==> src/rtl/sat_chan_sched.sv <==
// rtl/sat_chan_sched.sv - per-channel shadow/active config scheduler, commits on C/A epoch (optional SAT_CHAN_SCHED_DOPPLER_RATE_EN)
module sat_chan_sched #(
    parameter int NUM_CHAN = 8,
    parameter int CHAN_W   = 4
) (
    input  logic                   clk,
    input  logic                   reset,
    input  logic                   wr_valid,
    output logic                   wr_ready,
    input  logic [CHAN_W-1:0]      wr_chan,
    input  logic [2:0]             wr_addr,
    input  logic [31:0]            wr_data,
    output logic                   wr_err,
    input  logic                   commit_req,
    input  logic                   epoch,
    output logic                   busy,
    output logic                   commit_done,
    output logic [NUM_CHAN-1:0]    chan_enable,
    output logic [32*NUM_CHAN-1:0] chan_freq,
    output logic [16*NUM_CHAN-1:0] chan_gain,
    output logic [6*NUM_CHAN-1:0]  chan_ca_sel
);

    typedef enum logic {IDLE, PENDING} state_t;

    state_t state, state_nxt;

    logic [31:0] sh_freq  [NUM_CHAN];
    logic [15:0] sh_gain  [NUM_CHAN];
    logic [5:0]  sh_ca    [NUM_CHAN];
    logic        sh_en    [NUM_CHAN];
    logic [31:0] act_freq [NUM_CHAN];
    logic [15:0] act_gain [NUM_CHAN];
    logic [5:0]  act_ca   [NUM_CHAN];
    logic        act_en   [NUM_CHAN];
`ifdef SAT_CHAN_SCHED_DOPPLER_RATE_EN
    logic [31:0] sh_rate  [NUM_CHAN];
    logic [31:0] act_rate [NUM_CHAN];
`endif

    logic wr_acc, chan_ok, addr_ok, commit;

    assign wr_ready = (state == IDLE) && !reset;
    assign wr_acc   = wr_valid && wr_ready;
    assign chan_ok  = 32'(wr_chan) < 32'(NUM_CHAN);
`ifdef SAT_CHAN_SCHED_DOPPLER_RATE_EN
    assign addr_ok  = wr_addr <= 3'd4;
`else
    assign addr_ok  = wr_addr <= 3'd3;
`endif
    assign commit   = (state == PENDING) && epoch;
    assign busy     = (state == PENDING);

    always_ff @(posedge clk) begin
        if (reset) state <= IDLE;
        else       state <= state_nxt;
    end

    always_comb begin
        state_nxt = state;
        case (state)
            IDLE:    if (commit_req) state_nxt = PENDING;
            PENDING: if (epoch)      state_nxt = IDLE;
            default: state_nxt = IDLE;
        endcase
    end

    always_ff @(posedge clk) begin
        if (reset) begin
            wr_err      <= 1'b0;
            commit_done <= 1'b0;
            for (int i = 0; i < NUM_CHAN; i++) begin
                sh_freq[i]  <= '0;
                sh_gain[i]  <= '0;
                sh_ca[i]    <= '0;
                sh_en[i]    <= 1'b0;
                act_freq[i] <= '0;
                act_gain[i] <= '0;
                act_ca[i]   <= '0;
                act_en[i]   <= 1'b0;
`ifdef SAT_CHAN_SCHED_DOPPLER_RATE_EN
                sh_rate[i]  <= '0;
                act_rate[i] <= '0;
`endif
            end
        end else begin
            wr_err      <= wr_acc && !(chan_ok && addr_ok);
            commit_done <= commit;
            for (int i = 0; i < NUM_CHAN; i++) begin
                if (wr_acc && addr_ok && wr_chan == CHAN_W'(i)) begin
                    case (wr_addr)
                        3'd0: sh_freq[i] <= wr_data;
                        3'd1: sh_gain[i] <= wr_data[15:0];
                        3'd2: sh_ca[i]   <= wr_data[5:0];
                        3'd3: sh_en[i]   <= wr_data[0];
`ifdef SAT_CHAN_SCHED_DOPPLER_RATE_EN
                        3'd4: sh_rate[i] <= wr_data;
`endif
                        default: ;
                    endcase
                end
                if (commit) begin
                    act_freq[i] <= sh_freq[i];
                    act_gain[i] <= sh_gain[i];
                    act_ca[i]   <= sh_ca[i];
                    act_en[i]   <= sh_en[i];
`ifdef SAT_CHAN_SCHED_DOPPLER_RATE_EN
                    act_rate[i] <= sh_rate[i];
                end else if (epoch && act_en[i]) begin
                    // Doppler ramp: wraps modulo 2^32, skipped on the commit epoch
                    act_freq[i] <= act_freq[i] + act_rate[i];
`endif
                end
            end
        end
    end

    always_comb begin
        chan_enable = '0;
        chan_freq   = '0;
        chan_gain   = '0;
        chan_ca_sel = '0;
        for (int i = 0; i < NUM_CHAN; i++) begin
            chan_enable[i]       = act_en[i];
            chan_freq[32*i +: 32] = act_freq[i];
            chan_gain[16*i +: 16] = act_gain[i];
            chan_ca_sel[6*i +: 6] = act_ca[i];
        end
    end

endmodule

==> config.mk <==
export PLATFORM = sky130hd
export DESIGN_NAME = sat_chan_sched
export DESIGN_NICKNAME = d
export VERILOG_FILES = /design/src/rtl/sat_chan_sched.sv
export SDC_FILE = /design/constraint.sdc
export NUM_CORES = 1
export LEC_CHECK = 0
export BUFFER_PORTS_ARGS = -buffer_cell sky130_fd_sc_hd__buf_2
export CORE_MARGIN = 5
export CORE_UTILIZATION = 50
export DETAILED_ROUTE_END_ITERATION = 10
export GPL_ROUTABILITY_DRIVEN = 0
export PLACE_DENSITY_LB_ADDON = 0.08
export SETUP_SLACK_MARGIN = 0.05
export SLEW_MARGIN = 40
export SYNTH_ARGS = -nofsm -noshare
export SYNTH_HDL_FRONTEND = slang
export SYNTH_SLANG_ARGS = --single-unit
==> constraint.sdc <==
create_clock -name clk -period 26 [get_ports clk]
set_input_delay 5.2 -clock clk [delete_from_list [all_inputs] [get_ports clk]]
set_output_delay 5.2 -clock clk [all_outputs]
set_load 0.01 [all_outputs]
# Word level (Yosys, flattened, before mapping)
# Memory sizes are Yosys's and may differ from the RTL's.
# Index checks and enable logic that the tools add are counted.
word_totals:
  inputBits: 44
  ram_bits: 880
  out_inout_bits: 444
  regBits: 3
  elab_cells: 278
  mem_count: 8
op_classes:
  n_eq_ne: 10
  magnitude_cmp: 2
  n_reduce_logical: 18
  n_bitwise: 65
  n_mux: 172
mem_list:
  columns: ["memory", "depth", "width", "read_ports", "rd_clocked_by_memory_dff", "write_ports", "line", "source"]
  rows:
  - ["act_freq", 8, 32, 8, 0, 8, "32", "logic [31:0] act_freq [NUM_CHAN];"]
  - ["sh_freq", 8, 32, 8, 0, 8, "28", "logic [31:0] sh_freq [NUM_CHAN];"]
  - ["act_gain", 8, 16, 8, 0, 8, "33", "logic [15:0] act_gain [NUM_CHAN];"]
  - ["sh_gain", 8, 16, 8, 0, 8, "29", "logic [15:0] sh_gain [NUM_CHAN];"]
  - ["act_ca", 8, 6, 8, 0, 8, "34", "logic [5:0] act_ca [NUM_CHAN];"]
  - ["sh_ca", 8, 6, 8, 0, 8, "30", "logic [5:0] sh_ca [NUM_CHAN];"]
  - ["+2 memories", null, null, null, null, null, null, null]
ops:
  columns: ["cell", "count"]
  rows:
  - ["$mux W32", 16]
  - ["$mux W16", 16]
  - ["$mux W1", 123]
  - ["$mux W6", 16]
  - ["$or A1 B1 Y1", 64]
  - ["$eq A4 B3 Y1 const B", 4]
  - ["$logic_and A1 B1 Y1", 14]
  - ["$eq A4 B2 Y1 const B", 2]
  - ["$eq A3 B2 Y1 const B", 2]
  - ["$eq A4 B1 Y1 const B", 1]
  - ["$logic_not A4 Y1", 1]
  - ["$lt A4 B4 Y1 const B", 1]
  - ["$eq A3 B1 Y1 const B", 1]
  - ["$le A3 B2 Y1 const B", 1]
  - ["$logic_not A3 Y1", 1]
  - ["$logic_not A1 Y1", 2]
  - ["$pmux W1 S2", 1]
  - ["$not A1 Y1", 1]

# Depth between registers and ports, before layout
# Gate-level depths: netlist of run 1.
logic_depth:
  depth_word: 9
  mapped_depth: 6
  ltp_nobuf: 4

# Worst setup path before layout of run 1
# No wires, ideal clock.
synth_timing:
  path_kind: "in2reg"
  start: "in reset"
  end: "mem act_ca[0][0], enable pin"
  cell_stages: 3
  path_slack_ps: 8852
  t_arrival_ps: 16261
  path_buffers: 2
  t_required_ps: 25113
  setup_time_ps: 887
  cell_sequence: "clkbuf_1 -> clkbuf_1 -> nand2b_1"
synth_lines:
  columns: ["element", "line", "source"]
  rows:
  - ["from (decl)", "7", "input logic reset,"]
  - ["to (decl)", "34", null]

# Worst setup path after layout of run 1
layout_timing:
  start: "in reset"
  end: "out wr_ready"
layout_via:
  elab_chain_cells: 2
layout_lines:
  columns: ["element", "line", "source"]
  rows:
  - ["$logic_not A1 Y1", "43", "assign wr_ready = (state == IDLE) && !reset;"]
  - ["$logic_and A1 B1 Y1", "43", null]
  - ["to (decl)", "9", "output logic wr_ready,"]
# No other way between the ends.

==> results of run 1 <==
[cells in the final DEF, fill, tap and decap left out, types with 5 or more instances in the layout]
master	count
buf_4	16
clkinv_1	18
o21bai_1	20
clkbuf_1	28
nor3_1	70
nor2_1	263
nand2b_4	7
nand2b_2	7
nand3_2	5
clkinv_2	8
nand2b_1	28
nor2b_1	112
buf_2	486
clkbuf_16	91
nand2_1	18
edfxtp_1	880
inv_1	31
and2_1	331
[worst max-delay path, cell delays in order]
cell	delay (ns)
buf_6	0.32
nor2_1	0.09
buf_2	0.15
[power breakdown]
group / switching, mW / total, mW / internal, mW
sequential: 0.0282 / 1.67 / 1.64
clock: 0.517 / 1.20 / 0.680
combinational: 0.117 / 0.167 / 0.0502
[metal layers]
metal | track usage (%) | wire length (um) | vias to the layer above
li1 | - | - | 7737
met1 | 29.2 | 32000 | 8594
met2 | 39.1 | 41000 | 592
met3 | 6.13 | 6260 | 130
met4 | 6.68 | 2010 | 10
met5 | 0 | 64 | -
[kinds of logic after synthesis]
kind of cell	synth area share (%)
AND/OR/NAND/NOR	14.7
buffers and inverters	1.73
flip-flops	83.0
AO/OA/AOI/OAI	0.588
[path summary, 6_finish.rpt]
kind,from,endpoint,cells past startpoint
max,reset,wr_ready,3
min,sh_en[0][2]$_SDFFCE_PN0P_,act_en[0][2]$_SDFFCE_PN0P_,1
max reg2reg,busy$_SDFF_PP0_,sh_ca[1][12]$_DFFE_PP_,4
min reg2reg,sh_en[0][2]$_SDFFCE_PN0P_,act_en[0][2]$_SDFFCE_PN0P_,1
[cell type report]
cell class / count / area (um2)
clock inverters: 37 / 285
flip-flops and latches: 883 / 26500
inverters: 31 / 116
fillers: 4843 / 24900
well taps: 846 / 1060
multi-input cells: 890 / 5060
clock buffers: 119 / 2380
diodes: 1 / 2.50
repair buffers: 516 / 2810
[registers in the layout (all words and copies together) (netlist names), 8 cells and up]
| register | count |
|---|---|
| act_en | 8 |
| act_gain | 128 |
| sh_ca | 48 |
| sh_en | 8 |
| act_ca | 48 |
| sh_gain | 128 |
| sh_freq | 256 |
| act_freq | 256 |
[per-stage QoR]
step	setup slack (ns)	total power [mW]	hold slack (ns)
CTS	14.69	3.06	0.509
global placement	14.71	1.87	0.500
floorplan	8.85	1.79	0.497
finish	15.04	3.04	0.508
global route	14.99	3.13	0.517
detailed placement	14.69	1.87	0.501
==> out/qor.yml, run 1 <==
clock_tree:
  holdBufCountCts: 0
  cts_tree: "yes"
  cts.sinks: 883
  clk_pin_slew_ns: 0.06
  cts_inserted_buffers: 88
  cts-root-buf: "clkbuf_16"
  clock_latency_ns: 0.62
  cts_repair_resize_count: 0
  clk_path_buf_depth: 3
  post-cts-setup-buffer-count: 0
  htreeDepth: 3
sta:
  period_share_pct: 42.2
  worst_pin_slew_ns: 0.842
  slew_viol_final: 0
  final-setup-viol-count: 0
  tns_ns: 0
  fin_worst_skew_ns: 0.0114
  timing.fmax_mhz: 91.2
  max-slew-margin-rel_pct: 43.7
  rsz0062_at_grt: "false"
  fin_crit_ns: 10.96
  hold_viol_final: 0
logic_synthesis:
  synth_area_leaders: "edfxtp_1, and2_1, nor2_1, nor2b_1, nor3_1"
  synth_largest_area_cell: "edfxtp_1"
  async_flop_share_pct: 0
  avgSynthCellArea_um2: 16.7
  synth_top_area_share_pct: 82.8
  netlist_top_cells_count: "edfxtp_1, and2_1, nor2_1, nor2b_1, clkbuf_1"
  synth_cell_type_count: 24
  synth_warnings: 0
  synth_flop_cell: "edfxtp_1"
  synth_edf_count: 880
  syn_area_mm2: 0.0319
  seq_area_frac_synth_pct: 83.0
  synth_nets: 1957
  syn_inst: 1913
  ys_ff_latch: 883
  synth_most_common_cell: "edfxtp_1"
layout:
  fin_nets: 2454
  fin_area_mm2: 0.0382
  postLayoutCoreUtil_pct: 60.6
  syn_to_final_growth_pct: 19.8
  final_layout_size_suffix_gt1_share_pct: 26.9
  fin_cells: 3323
run_status:
  status: "finished, final reports clean"
power_and_ir_drop:
  leakage_nw: 14.9
  power.density_mw_per_mm2: 79.5
  irDropWorstVdd_mv: 0.0543
placed_design:
  port_buffers: 487
  dp_hpwl_um: 53000
  placed_cell_area_mm2: 0.0355
  post-place-cells: 3165
floorplanning:
  ios: 488
  core-area_mm2: 0.0631
  die_h_um: 263
  design.die.area_mm2: 0.0690
  num_rows: 92
  die_w_um: 263
  start_util_pct: 50.6
setup_path:
  path_class: "in -> out"
  cp-end-kind: "output pin"
  worstPathArrival_ns: 5.76
  worstSetupStartpointType: "primary input"
  cp_max_fo: 45
  crit_required_ns: 20.80
  reg2reg_slack_ns: 23.27
job:
  maxCapViolations: 0
detailed_routing:
  wl_per_cell_um: 24.5
  drtIter0Drc: 1506
  route.detailed.drc: 0
  firstDrtPassIters: 5
  vias: 17063
  routed_wl_um: 81400
  ant_nets: 0
  viasPerCell: 5.13
global_route:
  grt_usage_pct: 22.9
  grt_pass1_vias: 17266
  antenna_found_initial: 6
  grt_start_max_net_pins: 120
  grt_pass1_wl_um: 117000
  globalRoute.totalOverflow: 0
worst_hold_path:
  hp-class: "reg -> reg"
No activity file was read; power rests on OpenSTA's default activity.
==> run 2, diff against run 1 <==
==> constraint.sdc (replaced) <==
create_clock -name clk -period 10 [get_ports clk]
set_input_delay 2 -clock clk [delete_from_list [all_inputs] [get_ports clk]]
set_output_delay 2 -clock clk [all_outputs]
set_load 0.01 [all_outputs]
==> run 2 against run 1 <==
  * First-iteration DRC count rose by 1.4%
  * Non-clock buffer count increased by 2
  * Register-to-register slack got worse by 16 ns
  * Setup slack lost 9.9 ns
  * Clock power grew to 2.6 times the previous value
  * Critical path depth is the same
  * Hold slack improved by 0.0032 ns
  * Sequential share of layout area shrank 0.097 points
  * Critical path type unchanged
==> out/qor.yml, run 2 (same netlist as run 1, synthesis figures left out) <==
sta:
  fin_crit_ns: 4.86
  period_share_pct: 48.6
  worst_pin_slew_ns: 0.859
  timing.fmax_mhz: 206
  tns_ns: 0
  max-slew-margin-rel_pct: 42.7
  fin_worst_skew_ns: 0.0162
  final-setup-viol-count: 0
  slew_viol_final: 0
  hold_viol_final: 0
  rsz0062_at_grt: "false"
placed_design:
  port_buffers: 487
  dp_hpwl_um: 55000
clock_tree:
  htreeDepth: 3
  holdBufCountCts: 0
  cts_repair_resize_count: 0
  clk_path_buf_depth: 3
  clk_pin_slew_ns: 0.06
  clock_latency_ns: 0.62
  cts_tree: "yes"
  cts-root-buf: "clkbuf_16"
  cts.sinks: 883
  cts_inserted_buffers: 86
  post-cts-setup-buffer-count: 0
global_route:
  grt_use_met3_pct: 5.29
  grt_pass1_vias: 17338
  grt.busiest_layer: "met2"
  antenna_found_initial: 8
  met1_usage_pct: 31.4
  grt_util_met2_pct: 38.4
  grt_start_max_net_pins: 172
  grt_pass1_wl_um: 118000
  globalRoute.totalOverflow: 0
  grt_usage_pct: 23.2
setup_path:
  timing.rr.end: "act_freq[0][229]$_SDFFCE_PP0P_"
  cp_slowest_stage_delay_ns: 0.57
  cp-end-kind: "output pin"
  crit_required_ns: 8.00
  crit_slowest_cell: "clkbuf_8"
  path_class: "in -> out"
  crit_chain: "clkbuf_8, nor2_1, buf_2"
  worstPathArrival_ns: 2.86
  cp_max_fo: 114
  reg2reg_slack_ns: 7.10
  rr_startpoint: "busy$_SDFF_PP0_"
  worstSetupStartpointType: "primary input"
  r2r_cells: 4
detailed_routing:
  vias: 17229
  routed_wl_um: 82000
  drtIter0Drc: 1527
  route.detailed.drc: 0
  firstDrtPassIters: 5
  viasPerCell: 5.18
  wl_per_cell_um: 24.7
  ant_nets: 0
floorplanning:
  num_rows: 92
  design.die.area_mm2: 0.0690
  ios: 488
  start_util_pct: 50.6
  die_w_um: 263
  die_h_um: 263
  core-area_mm2: 0.0631
job:
  maxCapViolations: 0
power_and_ir_drop:
  p_clk_share_pct: 39.8
  p_sw_mw: 1.71
  pwr-share-comb_pct: 5.4
  irDropWorstVdd_mv: 0.114
  intPower_mw: 6.23
  seq_power_share_pct: 54.8
  power.density_mw_per_mm2: 208
  swShare_pct: 21.5
  leakage_nw: 14.9
layout:
  top_regs: "act_freq: 256 flops, sh_freq: 256 flops"
  final_layout_size_suffix_gt1_share_pct: 27.3
  syn_to_final_growth_pct: 19.9
  layout_commonest_cell: "edfxtp_1"
  final_cell_mix: "edfxtp_1, buf_2, and2_1"
  fin_nets: 2454
  postLayoutCoreUtil_pct: 60.6
worst_hold_path:
  hp-class: "reg -> reg"
  holdPathStages: 1
  worstHoldEndpoint: "act_freq[0][186]$_SDFFCE_PN0P_"
  min-delay-start: "sh_freq[1][58]$_SDFFCE_PN0P_"
run_status:
  status: "finished, final reports clean"
run 2: cell count changes in the layout (fill, tap and decap cells not counted), sizes merged, moves of 2 or more:
cell / delta
diode: +2
clkinvlp: +4
clkinv: +6
bufinv: +4
inv: -2
clkbuf: -15
run 2: layer usage:
metal	part of all wire, %	wire length (um)
met3	7.9	6510
met2	50	40700
met4	2.5	2020
met1	40	32800
met5	0.074	61
run 2: power groups by stage:
| stage | Combinational [mW] | Clock, mW | Sequential (mW) |
|---|---|---|---|
| 2_1_floorplan | 0.142 | 0 | 4.48 |
| 3_3_place_gp | 0.420 | 0 | 4.43 |
| 3_5_place_dp | 0.434 | 0 | 4.43 |
| 4_1_cts | 0.435 | 3.21 | 4.35 |
| 5_1_grt | 0.459 | 3.37 | 4.36 |
| 6_report | 0.430 | 3.16 | 4.35 |
run 2: stage by stage:
stage / hold slack (ns) / cell area [um2] / worst slack, ns / cells / power, mW
floorplan: 0.497 / 31900 / 1.39 / 1913 / 4.63
CTS: 0.515 / 38200 / 5.06 / 3320 / 8.00
detailed placement: 0.501 / 35400 / 4.70 / 3168 / 4.86
global route: 0.525 / 38300 / 5.05 / 3323 / 8.19
global placement: 0.499 / 35200 / 4.64 / 3161 / 4.85
finish: 0.511 / 38300 / 5.14 / 3323 / 7.94
run 2: cell type report:
cell class | instances | area, um2
diodes | 3 | 7.51
clock buffers | 103 | 2280
clock inverters | 49 | 450
fillers | 4833 | 24800
inverters | 31 | 116
multi-input cells | 890 | 5060
flip-flops and latches | 883 | 26500
well taps | 846 | 1060
repair buffers | 518 | 2800
run 2: worst max-delay path: cells and delay by family:
family        cells  cell delay (ns)
simple gates      1             0.11
buf+inv           2             0.74
run 2: worst max-delay path by stage:
stage / from / to / cells after the start
floorplan: reset / act_ca[0][0]$_SDFFCE_PN0P_ / 3
global placement: reset / act_gain[0][99]$_SDFFCE_PP0P_ / 4
detailed placement: wr_addr[2] / sh_freq[0][81]$_SDFFCE_PN0P_ / 4
CTS: reset / wr_ready / 3
global route: reset / wr_ready / 3
finish: reset / wr_ready / 3
==> run 3, diff against run 2 <==
--- a/config.mk
+++ b/config.mk
@@ -5,6 +5,7 @@
 export SDC_FILE = /design/constraint.sdc
 export NUM_CORES = 1
 export LEC_CHECK = 0
+export ABC_AREA = 1
 export BUFFER_PORTS_ARGS = -buffer_cell sky130_fd_sc_hd__buf_2
 export CORE_MARGIN = 5
 export CORE_UTILIZATION = 50
==> constraint.sdc (replaced) <==
create_clock -name clk -period 4.65 [get_ports clk]
set_input_delay 0.93 -clock clk [delete_from_list [all_inputs] [get_ports clk]]
set_output_delay 0.93 -clock clk [all_outputs]
set_load 0.01 [all_outputs]
==> run 3 against run 2 <==
  * Die area is 1.0% higher
  * Clock-buffer cell count is 6 higher
  * Critical path depth is 3 higher
  * Combinational power is 120% higher
  * Via count is 8.3% higher
  * Setup slack worse by 3.4 ns
  * Routed wire length hardly changed
  * Sequential cell count stayed put
  * Largest cell class unchanged
==> out/qor.yml, run 3 <==
global_route:
  grt.busiest_layer: "met2"
  globalRoute.totalOverflow: 0
  met1_usage_pct: 29.8
  grt_use_met3_pct: 4.50
  grt_pass1_vias: 18790
  grt_pass1_wl_um: 120000
  grt_start_max_net_pins: 105
  grt_util_met2_pct: 39.6
  grt_usage_pct: 23.1
  antenna_found_initial: 7
sta:
  timing.fmax_mhz: 338
  final-setup-viol-count: 0
  slew_viol_final: 0
  worst_pin_slew_ns: 0.850
  fin_worst_skew_ns: 0.0174
  fin_ws_ns: 1.69
  period_share_pct: 63.7
  max-slew-margin-rel_pct: 43.0
  hold_viol_final: 0
  tns_ns: 0
  fin_crit_ns: 2.96
  rsz0062_at_grt: "false"
clock_tree:
  clock_latency_ns: 0.62
  cts-root-buf: "clkbuf_16"
  htreeDepth: 3
  post-cts-setup-buffer-count: 0
  cts_tree: "yes"
  cts_repair_resize_count: 0
  cts.sinks: 883
  holdBufCountCts: 0
  clk_path_buf_depth: 3
  clk_pin_slew_ns: 0.06
  cts_inserted_buffers: 88
floorplanning:
  num_rows: 93
  design.die.area_mm2: 0.0696
  core-area_mm2: 0.0641
  die_h_um: 264
  ios: 488
  start_util_pct: 50.3
  die_w_um: 264
power_and_ir_drop:
  irDropWorstVdd_mv: 0.253
  seq_power_share_pct: 53.6
  p_sw_mw: 3.78
  power.density_mw_per_mm2: 451
  leakage_nw: 16.2
  swShare_pct: 21.7
  pwr-share-comb_pct: 5.4
  intPower_mw: 13.7
  p_clk_share_pct: 41.0
layout:
  fillers: 5069
  layout_commonest_cell: "edfxtp_1"
  final_cell_mix: "edfxtp_1, nor2_1, inv_1"
  final_layout_size_suffix_gt1_share_pct: 22.7
  top_regs: "act_freq: 256 flops, sh_freq: 256 flops"
  syn_to_final_growth_pct: 20.1
  fin_nets: 2932
  fin_area_mm2: 0.0387
worst_hold_path:
  hp-class: "reg -> reg"
  min-delay-start: "sh_gain[1][36]$_DFFE_PP_"
  worstHoldEndpoint: "act_gain[0][100]$_SDFFCE_PP0P_"
  holdPathStages: 2
logic_synthesis:
  synth_largest_area_cell: "edfxtp_1"
  syn_area_mm2: 0.0322
  synth_most_common_cell: "edfxtp_1"
  synth_edf_count: 880
  synth_warnings: 0
  ys_ff_latch: 883
  synth_nets: 2419
  async_flop_share_pct: 0
  synth_compound_area_share_pct: 0
  synth_area_leaders: "edfxtp_1, nor2_1, inv_1, clkbuf_1, nand2_1"
  synth_top_family_by_area: "simple AND/OR/NAND/NOR gates"
  yosys.area_share.simple_pct: 10.8
  seq_area_frac_synth_pct: 82.2
  netlist_top_cells_count: "edfxtp_1, nor2_1, inv_1, clkbuf_1, nand2_1"
  synth_top_area_share_pct: 82.0
  muxShareOfSynthArea_pct: 0
  avgSynthCellArea_um2: 13.6
  synth_cell_type_count: 16
  synthXorXnorAreaFrac_pct: 0
  synthAdderAreaFrac_pct: 0
  synth_flop_cell: "edfxtp_1"
  syn_inst: 2375
setup_path:
  rr_startpoint: "busy$_SDFF_PP0_"
  crit_required_ns: 4.90
  timing.rr.end: "sh_gain[0][38]$_SDFFCE_PN0P_"
  worstSetupStartpointType: "primary input"
  cp_max_fo: 36
  cp-end-kind: "register"
  path_class: "in -> reg"
  worstPathArrival_ns: 3.21
  reg2reg_slack_ns: 1.86
  r2r_cells: 5
job:
  maxCapViolations: 0
placed_design:
  port_buffers: 487
  dp_hpwl_um: 54000
  placed_cell_area_mm2: 0.0358
  dp_slack_ns: 1.07
detailed_routing:
  viasPerCell: 4.89
  drtIter0Drc: 1461
  vias: 18664
  route.detailed.drc: 0
  firstDrtPassIters: 5
  wl_per_cell_um: 21.5
  routed_wl_um: 82000
  ant_nets: 0
run_status:
  status: "finished, final reports clean"
[run 3: cell types whose count changed after synthesis, sizes merged, moves of 3 or more]
cell	delta
clkbuf	-15
nor2b	-113
nand2b	-42
nor2	+539
nor3b	-4
clkinv	+3
nand4	-8
inv	+467
and2	-331
nand3	+15
o21bai	-24
nand2	+45
nor3	-67
[run 3: area by class of cell]
| class | count | area, um2 | share of cell area [%] |
|---|---|---|---|
| inverters | 501 | 1880 | 4.87 |
| well taps | 855 | 1070 | 2.76 |
| multi-input cells | 897 | 3570 | 9.23 |
| clock inverters | 54 | 563 | 1.45 |
| flip-flops and latches | 883 | 26500 | 68.4 |
| repair buffers | 517 | 2790 | 7.21 |
| clock buffers | 109 | 2330 | 6.03 |
| diodes | 4 | 10.0 | 0.0259 |
[run 3: how the worst max path moves through the flow]
| stage | startpoint | endpoint | slack, ns | depth (start not counted) |
|---|---|---|---|---|
| 3_5_place_dp | reset | sh_gain[0][39]$_SDFFCE_PN0P_ | 1.07 | 6 |
| 6_report | reset | sh_gain[0][38]$_SDFFCE_PN0P_ | 1.69 | 6 |
| 3_3_place_gp | reset | sh_gain[0][12]$_SDFFCE_PN0P_ | 1.23 | 6 |
| 2_1_floorplan | reset | act_ca[0][0]$_SDFFCE_PN0P_ | 0.91 | 4 |
| 4_1_cts | reset | sh_gain[0][43]$_SDFFCE_PN0P_ | 1.73 | 6 |
| 5_1_grt | reset | sh_gain[0][43]$_SDFFCE_PN0P_ | 1.55 | 6 |
[run 3: kinds of logic after synthesis]
| logic type | count (synthesis) |
|---|---|
| simple gates | 897 |
| flops | 883 |
| buf+inv | 595 |
[run 3: stage by stage]
stage          std cells  hold WS, ns  power [mW]  util (%)
3_5_place_dp        3653        0.517        10.5      55.8
6_report            3820        0.530        17.4      60.4
4_1_cts             3816        0.497        17.6      60.3
3_3_place_gp        3653        0.507        10.5      55.8
2_1_floorplan       2375        0.505        9.92         -
5_1_grt             3820        0.554        18.0      60.4
[run 3: worst max-delay path, stage by stage]
cell and delay (ns):
buf_4 0.23, nor2_4 0.17, nand3_1 0.15, nor2_1 0.55, nand2_1 0.52, nand2_1 0.63
[run 3: power by group through the flow]
stage	combinational (mW)	sequential (mW)	clock (mW)
after floorplan	0.322	9.60	0
after global placement	0.948	9.53	0
after detailed placement	0.958	9.53	0
after CTS	0.961	9.37	7.26
after global routing	1.02	9.38	7.62
final	0.942	9.36	7.15
[run 3: per-layer routing]
| metal | vias up | part of all wire [%] |
|---|---|---|
| li1 | 8589 | - |
| met1 | 9216 | 39 |
| met2 | 723 | 51 |
| met3 | 134 | 6.9 |
| met4 | 2 | 3.3 |
| met5 | - | 0.0085 |
